--- src/rtl/if_pipe_stage_if.sv ---
// Purpose: valid/ready handshake bundle carrying one fetched instruction and its PC.
// Ports:   valid/pc/instr flow master -> slave, ready flows slave -> master.
// Usage:   instantiate once on the fetch side and once on the decode side of the stage.
interface if_pipe_stage_if #(
  parameter int PC_W    = 32,
  parameter int INSTR_W = 32
);
  logic               valid;
  logic               ready;
  logic [PC_W-1:0]    pc;
  logic [INSTR_W-1:0] instr;

  modport master (output valid, output pc, output instr, input ready);
  modport slave  (input valid, input pc, input instr, output ready);
endinterface

--- src/rtl/if_pipe_stage.sv ---
// Purpose: fetch-to-decode pipeline register with optional two-entry skid buffer, freeze and flush.
// Latency: one cycle from acceptance on up to valid on dn; one instruction per cycle sustained.
// Backpressure: SKID=1 absorbs two entries and drops up.ready from registered state only;
//               SKID=0 forwards dn.ready combinationally into up.ready.
// Ports:
//   clk, rst       clock, asynchronous active-high reset
//   freeze, flush  stall both sides / discard all held and incoming entries (flush wins)
//   up             slave side from fetch (in_valid/in_ready/pc_in/instruction_in)
//   dn             master side to decode (out_valid/out_ready/pc/instruction)
//   occupancy      entries held (0..2)
//   flush_drops    saturating count of valid entries discarded by flush
module if_pipe_stage #(
  parameter int PC_W    = 32,
  parameter int INSTR_W = 32,
  parameter int SKID    = 1,
  parameter int CNT_W   = 16
) (
  input  logic                 clk,
  input  logic                 rst,
  input  logic                 freeze,
  input  logic                 flush,
  if_pipe_stage_if.slave       up,
  if_pipe_stage_if.master      dn,
  output logic [1:0]           occupancy,
  output logic [CNT_W-1:0]     flush_drops
);

  localparam logic [CNT_W-1:0] CNT_MAX = '1;

  logic               m_valid;
  logic [PC_W-1:0]    m_pc;
  logic [INSTR_W-1:0] m_instr;
  logic               s_valid;
  logic [PC_W-1:0]    s_pc;
  logic [INSTR_W-1:0] s_instr;

  logic               acc;
  logic               dep;
  logic [1:0]         drop_inc;
  logic [CNT_W:0]     drop_sum;
  logic [CNT_W-1:0]   drops_next;

  assign dn.valid  = m_valid & ~freeze;
  assign dn.pc     = m_pc;
  assign dn.instr  = m_instr;

  // With the skid buffer, ready only looks at the skid slot so there is no
  // combinational path from dn.ready; without it, a full main entry can still
  // accept when decode drains it in the same cycle.
  assign up.ready  = (SKID != 0) ? (~s_valid & ~freeze)
                                 : ((~m_valid | dn.ready) & ~freeze);

  assign acc       = up.valid & up.ready;
  assign dep       = dn.valid & dn.ready;
  assign occupancy = {1'b0, m_valid} + {1'b0, s_valid};

  // Saturating drop counter: everything held plus anything accepted this cycle.
  always_comb begin
    drop_inc   = {1'b0, m_valid} + {1'b0, s_valid} + {1'b0, acc};
    drop_sum   = {1'b0, flush_drops} + {{(CNT_W-1){1'b0}}, drop_inc};
    drops_next = drop_sum[CNT_W-1:0];
    if (drop_sum > {1'b0, CNT_MAX}) begin
      drops_next = CNT_MAX;
    end
  end

  always_ff @(posedge clk or posedge rst) begin
    if (rst) begin
      m_valid     <= 1'b0;
      m_pc        <= '0;
      m_instr     <= '0;
      s_valid     <= 1'b0;
      s_pc        <= '0;
      s_instr     <= '0;
      flush_drops <= '0;
    end else if (flush) begin
      m_valid     <= 1'b0;
      m_pc        <= '0;
      m_instr     <= '0;
      s_valid     <= 1'b0;
      s_pc        <= '0;
      s_instr     <= '0;
      flush_drops <= drops_next;
    end else if (!freeze) begin
      if (SKID != 0) begin
        if (dep && s_valid) begin
          // Skid slot moves forward; acceptance cannot coincide (ready was low).
          m_valid <= 1'b1;
          m_pc    <= s_pc;
          m_instr <= s_instr;
          s_valid <= 1'b0;
          s_pc    <= '0;
          s_instr <= '0;
        end else if (dep && acc) begin
          m_pc    <= up.pc;
          m_instr <= up.instr;
        end else if (dep) begin
          // Drained with nothing behind it: present a bubble.
          m_valid <= 1'b0;
          m_pc    <= '0;
          m_instr <= '0;
        end else if (acc && !m_valid) begin
          m_valid <= 1'b1;
          m_pc    <= up.pc;
          m_instr <= up.instr;
        end else if (acc) begin
          // Decode is stalled with main full: park the new entry in the skid slot.
          s_valid <= 1'b1;
          s_pc    <= up.pc;
          s_instr <= up.instr;
        end
      end else begin
        if (acc) begin
          m_valid <= 1'b1;
          m_pc    <= up.pc;
          m_instr <= up.instr;
        end else if (dep) begin
          m_valid <= 1'b0;
          m_pc    <= '0;
          m_instr <= '0;
        end
      end
    end
  end

endmodule

--- src/flat_wrapper.sv ---
// flat-port wrapper written by rule: the top's interface ports become plain ports
module if_pipe_stage_flat 
#(
  parameter int PC_W    = 32,
  parameter int INSTR_W = 32,
  parameter int SKID    = 1,
  parameter int CNT_W   = 16
)
  (clk, rst, freeze, flush, occupancy, flush_drops, up_valid, up_pc, up_instr, up_ready, dn_valid, dn_pc, dn_instr, dn_ready);
  if_pipe_stage_if #(.PC_W(PC_W), .INSTR_W(INSTR_W)) up_i ();
  if_pipe_stage_if #(.PC_W(PC_W), .INSTR_W(INSTR_W)) dn_i ();
  input  logic clk;
  input  logic rst;
  input  logic freeze;
  input  logic flush;
  output logic [1:0] occupancy;
  output logic [CNT_W-1:0] flush_drops;
  input wire logic [$bits(up_i.valid)-1:0] up_valid;
  input wire logic [$bits(up_i.pc)-1:0] up_pc;
  input wire logic [$bits(up_i.instr)-1:0] up_instr;
  output wire logic [$bits(up_i.ready)-1:0] up_ready;
  output wire logic [$bits(dn_i.valid)-1:0] dn_valid;
  output wire logic [$bits(dn_i.pc)-1:0] dn_pc;
  output wire logic [$bits(dn_i.instr)-1:0] dn_instr;
  input wire logic [$bits(dn_i.ready)-1:0] dn_ready;
  assign up_i.valid = up_valid;
  assign up_i.pc = up_pc;
  assign up_i.instr = up_instr;
  assign up_ready = up_i.ready;
  assign dn_valid = dn_i.valid;
  assign dn_pc = dn_i.pc;
  assign dn_instr = dn_i.instr;
  assign dn_i.ready = dn_ready;
  if_pipe_stage #(.PC_W(PC_W), .INSTR_W(INSTR_W), .SKID(SKID), .CNT_W(CNT_W)) u_core (.clk(clk), .rst(rst), .freeze(freeze), .flush(flush), .up(up_i), .dn(dn_i), .occupancy(occupancy), .flush_drops(flush_drops));
endmodule
--- config.mk ---
export PLATFORM = sky130hd
export DESIGN_NAME = if_pipe_stage_flat
export DESIGN_NICKNAME = d
export VERILOG_FILES = /design/src/rtl/if_pipe_stage_if.sv /design/src/rtl/if_pipe_stage.sv /design/src/flat_wrapper.sv
export SDC_FILE = /design/constraint.sdc
export NUM_CORES = 1
export LEC_CHECK = 0
export ABC_CLOCK_PERIOD_IN_PS = 5950
export CORE_MARGIN = 8
export CORE_UTILIZATION = 49
export CTS_CLUSTER_DIAMETER = 40
export DETAILED_ROUTE_END_ITERATION = 12
export PLACE_DENSITY = 0.8
export SYNTH_ARGS = -nofsm -noshare
export SYNTH_HDL_FRONTEND = slang
export SYNTH_SLANG_ARGS = --single-unit
--- constraint.sdc ---
create_clock -name clk -period 5.95 [get_ports clk]
set_clock_uncertainty 0.15 [all_clocks]
set_input_delay 1.19 -clock clk [delete_from_list [all_inputs] [get_ports clk]]
set_output_delay 1.19 -clock clk [all_outputs]
set_load 0.01 [all_outputs]
---- After elaboration in Yosys (flattened, before gate mapping) ----
Cells that the tools add are included.
operators by class
  $lt $le $gt $ge ......................... 1
  bitwise logic cells ..................... 6
  reductions and logical operators ........ 10
  add/sub/neg operators ................... 3
  mux-type cells .......................... 40
  equal/unequal tests ..................... 4
operators by type and width
  operator                                                                           count
  32-bit two-way mux                                                                 26
  16-bit by 2-bit adder with 17-bit output                                           1
  17-bit by 16-bit greater-than comparator with 1-bit output, second input constant  1
  16-bit two-way mux                                                                 1
  1-bit two-way mux                                                                  13
  3-bit by 2-bit inequality test with 1-bit output, second input constant            2
  5-bit AND reduction                                                                1
  5-bit nonzero test                                                                 1
  1-bit bitwise AND                                                                  4
  4-bit nonzero test                                                                 1
  1-bit logical AND                                                                  3
  3-bit inequality test, second input constant                                       1
  3-bit AND reduction                                                                1
  3-bit nonzero test                                                                 1
  1-bit by 1-bit adder with 2-bit output                                             1
  2-bit by 1-bit adder with 2-bit output                                             1
  2-bit by 1-bit inequality test with 1-bit output, second input constant            1
  1-bit NOT                                                                          2
  2-bit AND reduction                                                                1
  1-bit logical NOT                                                                  1
word-level totals
  word-level logic and storage cells ...... 71
  output and inout port bits .............. 84
  input port bits ......................... 70
  register bits ........................... 146

---- Logic depth before layout (Yosys ltp) ----
  depth in word-level cells ............... 10
  depth in mapped cells ................... 11

---- Worst setup path before layout ----
OpenSTA, ideal clock, no wires.
  path kind ............................... input port to flip-flop
  start ................................... input freeze
  end ..................................... register u_core.flush_drops[12]
  path slack .............................. 2.291 ns
  required time ........................... 5.675 ns
  setup time .............................. 0.125 ns
  stages .................................. 10
  data arrival time ....................... 3.384 ns
  cell sequence ........................... nor2_1 nand2_1 fa_1 inv_1 ha_1 inv_1 fa_1 and3b_1 nand4_1 mux2_2
between the ends
  word-level cells in the longest chain between the ends .. 7
ends and longest elaborated chain
  item                                                        line                 RTL
  start: declaration                                          flat_wrapper.sv:14   input logic freeze;
  1-bit NOT (*)                                               if_pipe_stage.sv:50  assign up.ready = (SKID != 0) ? (~s_valid & ~freeze)
  1-bit bitwise AND (*)                                       if_pipe_stage.sv:50
  1-bit bitwise AND (*)                                       if_pipe_stage.sv:53  assign acc = up.valid & up.ready;
  2-bit by 1-bit adder with 2-bit output (*)                  if_pipe_stage.sv:59  drop_inc = {1'b0, m_valid} + {1'b0, s_valid} + {1'b0, acc};
  16-bit by 2-bit adder with 17-bit output (*)                if_pipe_stage.sv:60  drop_sum = {1'b0, flush_drops} + {{(CNT_W-1){1'b0}}, drop_inc};
  17-bit by 16-bit greater-than comparator with 1-bit output  if_pipe_stage.sv:62  if (drop_sum > {1'b0, CNT_MAX}) begin
  16-bit two-way mux (*)                                      if_pipe_stage.sv:62
  end signal: assignment                                      if_pipe_stage.sv:83  flush_drops <= drops_next;
  end: declaration                                            if_pipe_stage.sv:25  output logic [CNT_W-1:0] flush_drops
Every way passes the cells marked *; elsewhere a longest branch is shown, timed or not.
A chain may end at the register's enable or synchronous reset.

---- Worst setup path after layout ----
  start ................................... input freeze
  end ..................................... register u_core.flush_drops[14]
The elaborated chain is that of the path after synthesis.

==> impl_metrics.json <==
{
  "num_vias": 4807,
  "drtAntennaViolNets": 0,
  "ys_warn_count": 0,
  "die_w_um": 128,
  "syn_avg_cell_area_um2": 13.0,
  "die-area_um2": 16400,
  "clock_sinks": 146,
  "crit_buf_inv": 3,
  "grt-busiest-layer": "met2",
  "cp-start-kind": "primary input",
  "io_pins": 154,
  "worstSetupEndpointType": "register",
  "cpPeakStageDelay_ps": 530,
  "critical_path_class": "in2reg",
  "ys_async_sr_fraction": 1.00,
  "first_global_vias": 5218,
  "synth_cell_types": 40,
  "clk_path_buf_depth": 2,
  "row_count": 41,
  "setup_viol": 0,
  "cts_resized": 0,
  "gp_congestion": 0.909,
  "grt-ovfl-total": 0,
  "status": "complete, no violations",
  "synth-edff-count": 0,
  "met2_usage": 0.331,
  "synth_ff_type": "dfrtp_1",
  "grt_max_degree": 116,
  "root_buffer": "clkbuf_16",
  "finalPower_mw": 2.54,
  "power_density_nw_per_um2": 302,
  "leakagePower_nw": 3.68,
  "cts_tree": "yes",
  "rsz0062_at_grt": "no",
  "worstPathCellList": "clkdlybuf4s50_1 -> nor2_1 -> nand2_1 -> fa_1 -> inv_1 -> ha_1 -> inv_1 -> fa_1 -> and3b_1 -> nand4_1 -> o21ai_0 -> o211ai_1",
  "syn2layout_area_growth_pct": 36.3,
  "h-tree-depth": 4,
  "ys_seq_area_frac": 0.593,
  "drive_gt1_frac": 0.101,
  "critPathMaxFanout": 5,
  "utilization": 0.674,
  "hold_viol": 0,
  "antenna_found_initial": 0,
  "placedCellCount": 766,
  "cap_violations": 0,
  "first_pass_iters": 5,
  "slowest_stage": "clkdlybuf4s50_1",
  "syn_inst": 474,
  "clkTransAtPathRegs_ps": 60,
  "final_cells": 798,
  "worstMarginPinSlew_ps": 1190,
  "crit_required_ps": 6070,
  "core_area_um2": 12500,
  "grtUsageMet1": 0.295,
  "numCtsBuffers": 17,
  "grt_pass1_wl_mm": 28.6,
  "holdWs_ps": 336,
  "gr-usage-met3": 0.0745,
  "wl_mm": 17.4,
  "period_needed_ps": 4060,
  "max_freq_mhz": 246,
  "setup_tns_ps": 0,
  "routed_via_density": 6.02,
  "slew_viol_final": 0,
  "cts_setup_buffers": 0,
  "drc_errors": 0,
  "synth-seq-cells": 146,
  "clock_latency_ps": 410,
  "portBuffers": 153,
  "drtIter0Drc": 415,
  "start_util": 0.494,
  "wl_per_cell_um": 21.8,
  "dpl.hpwl_mm": 10.9,
  "cts-hold-fix-buffers": 0,
  "syn-cell-area_um2": 6160,
  "min_path_type": "reg2reg",
  "diodes": 0,
  "grt.total_usage": 0.220,
  "final_nets": 688,
  "critPathArrivalTime_ps": 4180,
  "max-slew-margin-rel": 0.209,
  "syn_nets": 549,
  "timing.final.crit_share": 0.682,
  "vdd_drop_max_mv": 0.214,
  "crit_family": "adder cells",
  "die_h_um": 128
}
[cell families (layout without fill, tap and decap cells)]
| logic type | after synthesis | in the layout | synth area share |
|---|---|---|---|
| compound gates | 207 | 207 | 0.284 |
| flops | 146 | 146 | 0.593 |
| simple gates | 56 | 56 | 0.0534 |
| buf+inv | 50 | 202 | 0.0416 |
| xor+xnor | 8 | 8 | 0.0114 |
| fa+ha+maj | 5 | 5 | 0.0126 |
| mux | 2 | 2 | 0.00366 |
[routing by layer]
metal | up-vias | part of all wire
li1 | 2134 | -
met1 | 2426 | 0.44
met2 | 232 | 0.47
met3 | 15 | 0.083
met4 | 0 | 0.010
met5 | - | 0
[where the power goes]
part	internal [mW]	switching, mW	total, mW
clock	0.676	0.425	1.10
combinational	0.175	0.167	0.342
sequential	1.04	0.0541	1.10
[cell usage in the layout (no fill, tap or decap), drive strengths merged, types with 3 or more instances in the layout]
cell type	instances
a21oi	6
a22o	64
a22oi	64
a31oi	3
and3	4
buf	8
bufinv	3
clkbuf	18
clkdlybuf4s50	153
clkinv	7
dfrtp	146
ha	3
inv	12
nand2	21
nand3	4
nand4	5
nor2	6
nor3	3
o21ai	4
o2bb2ai	64
xnor2	5
xor2	3
[cell usage after synthesis, types with 3 or more instances]
| library cell | instances | area share |
|---|---|---|
| a21oi_1 | 5 | 0.0041 |
| a22o_1 | 64 | 0.091 |
| a22oi_1 | 64 | 0.078 |
| a31oi_1 | 3 | 0.0030 |
| and3_1 | 4 | 0.0041 |
| buf_2 | 19 | 0.015 |
| buf_4 | 12 | 0.015 |
| clkbuf_1 | 10 | 0.0061 |
| dfrtp_1 | 146 | 0.59 |
| ha_1 | 3 | 0.0061 |
| inv_1 | 9 | 0.0055 |
| nand2_1 | 21 | 0.013 |
| nand3_1 | 3 | 0.0024 |
| nand4_1 | 5 | 0.0051 |
| nor2_1 | 6 | 0.0037 |
| o21ai_0 | 3 | 0.0024 |
| o2bb2ai_1 | 54 | 0.077 |
| o2bb2ai_2 | 10 | 0.024 |
| xnor2_1 | 5 | 0.0071 |
| xor2_1 | 3 | 0.0043 |
[worst register-to-register path, stage by stage (launching register included)]
cell	delay, ps
dfrtp_1	450
nor2_1	250
nand2_1	150
fa_1	480
inv_1	70
ha_1	150
inv_1	60
fa_1	430
and3b_1	330
nand4_1	200
o21ai_0	210
o211ai_1	120
[final cells by class]
cell class,count,area [um2]
repair buffers,161,1590
well taps,172,215
inverters,9,38.8
clock buffers,18,439
fillers,894,4070
clock inverters,14,178
flip-flops and latches,146,3650
multi-input cells,278,2280
[path summary, 6_finish.rpt]
check                                 from                     end  slack, ps  cells after the start
max                                 freeze  u_core.flush_drops[14]       1890                     12
min                        u_core.dn.pc[5]         u_core.dn.pc[5]        340                      1
max reg2reg                 u_core.s_valid  u_core.flush_drops[14]       2760                     11
min reg2reg                u_core.dn.pc[5]         u_core.dn.pc[5]        340                      1
max in group asynchronous              rst   u_core.flush_drops[8]       3380                      3
min in group asynchronous              rst          u_core.s_pc[9]       1230                      2
[state kept, by name, summed over array words and instances (netlist names)]
name,count
u_core.s_valid,1
u_core.flush_drops,16
u_core.dn.instr,32
u_core.dn.pc,32
u_core.s_pc,32
u_core.m_valid,1
u_core.s_instr,32
[stage by stage]
stage | area (um2) | setup slack, ps
3_5_place_dp | 7780 | 1490
5_1_grt | 8400 | 1710
2_1_floorplan | 6160 | 687
4_1_cts | 8400 | 1940
3_3_place_gp | 7780 | 1720
6_report | 8400 | 1890
(Power assumes the default switching activity.)
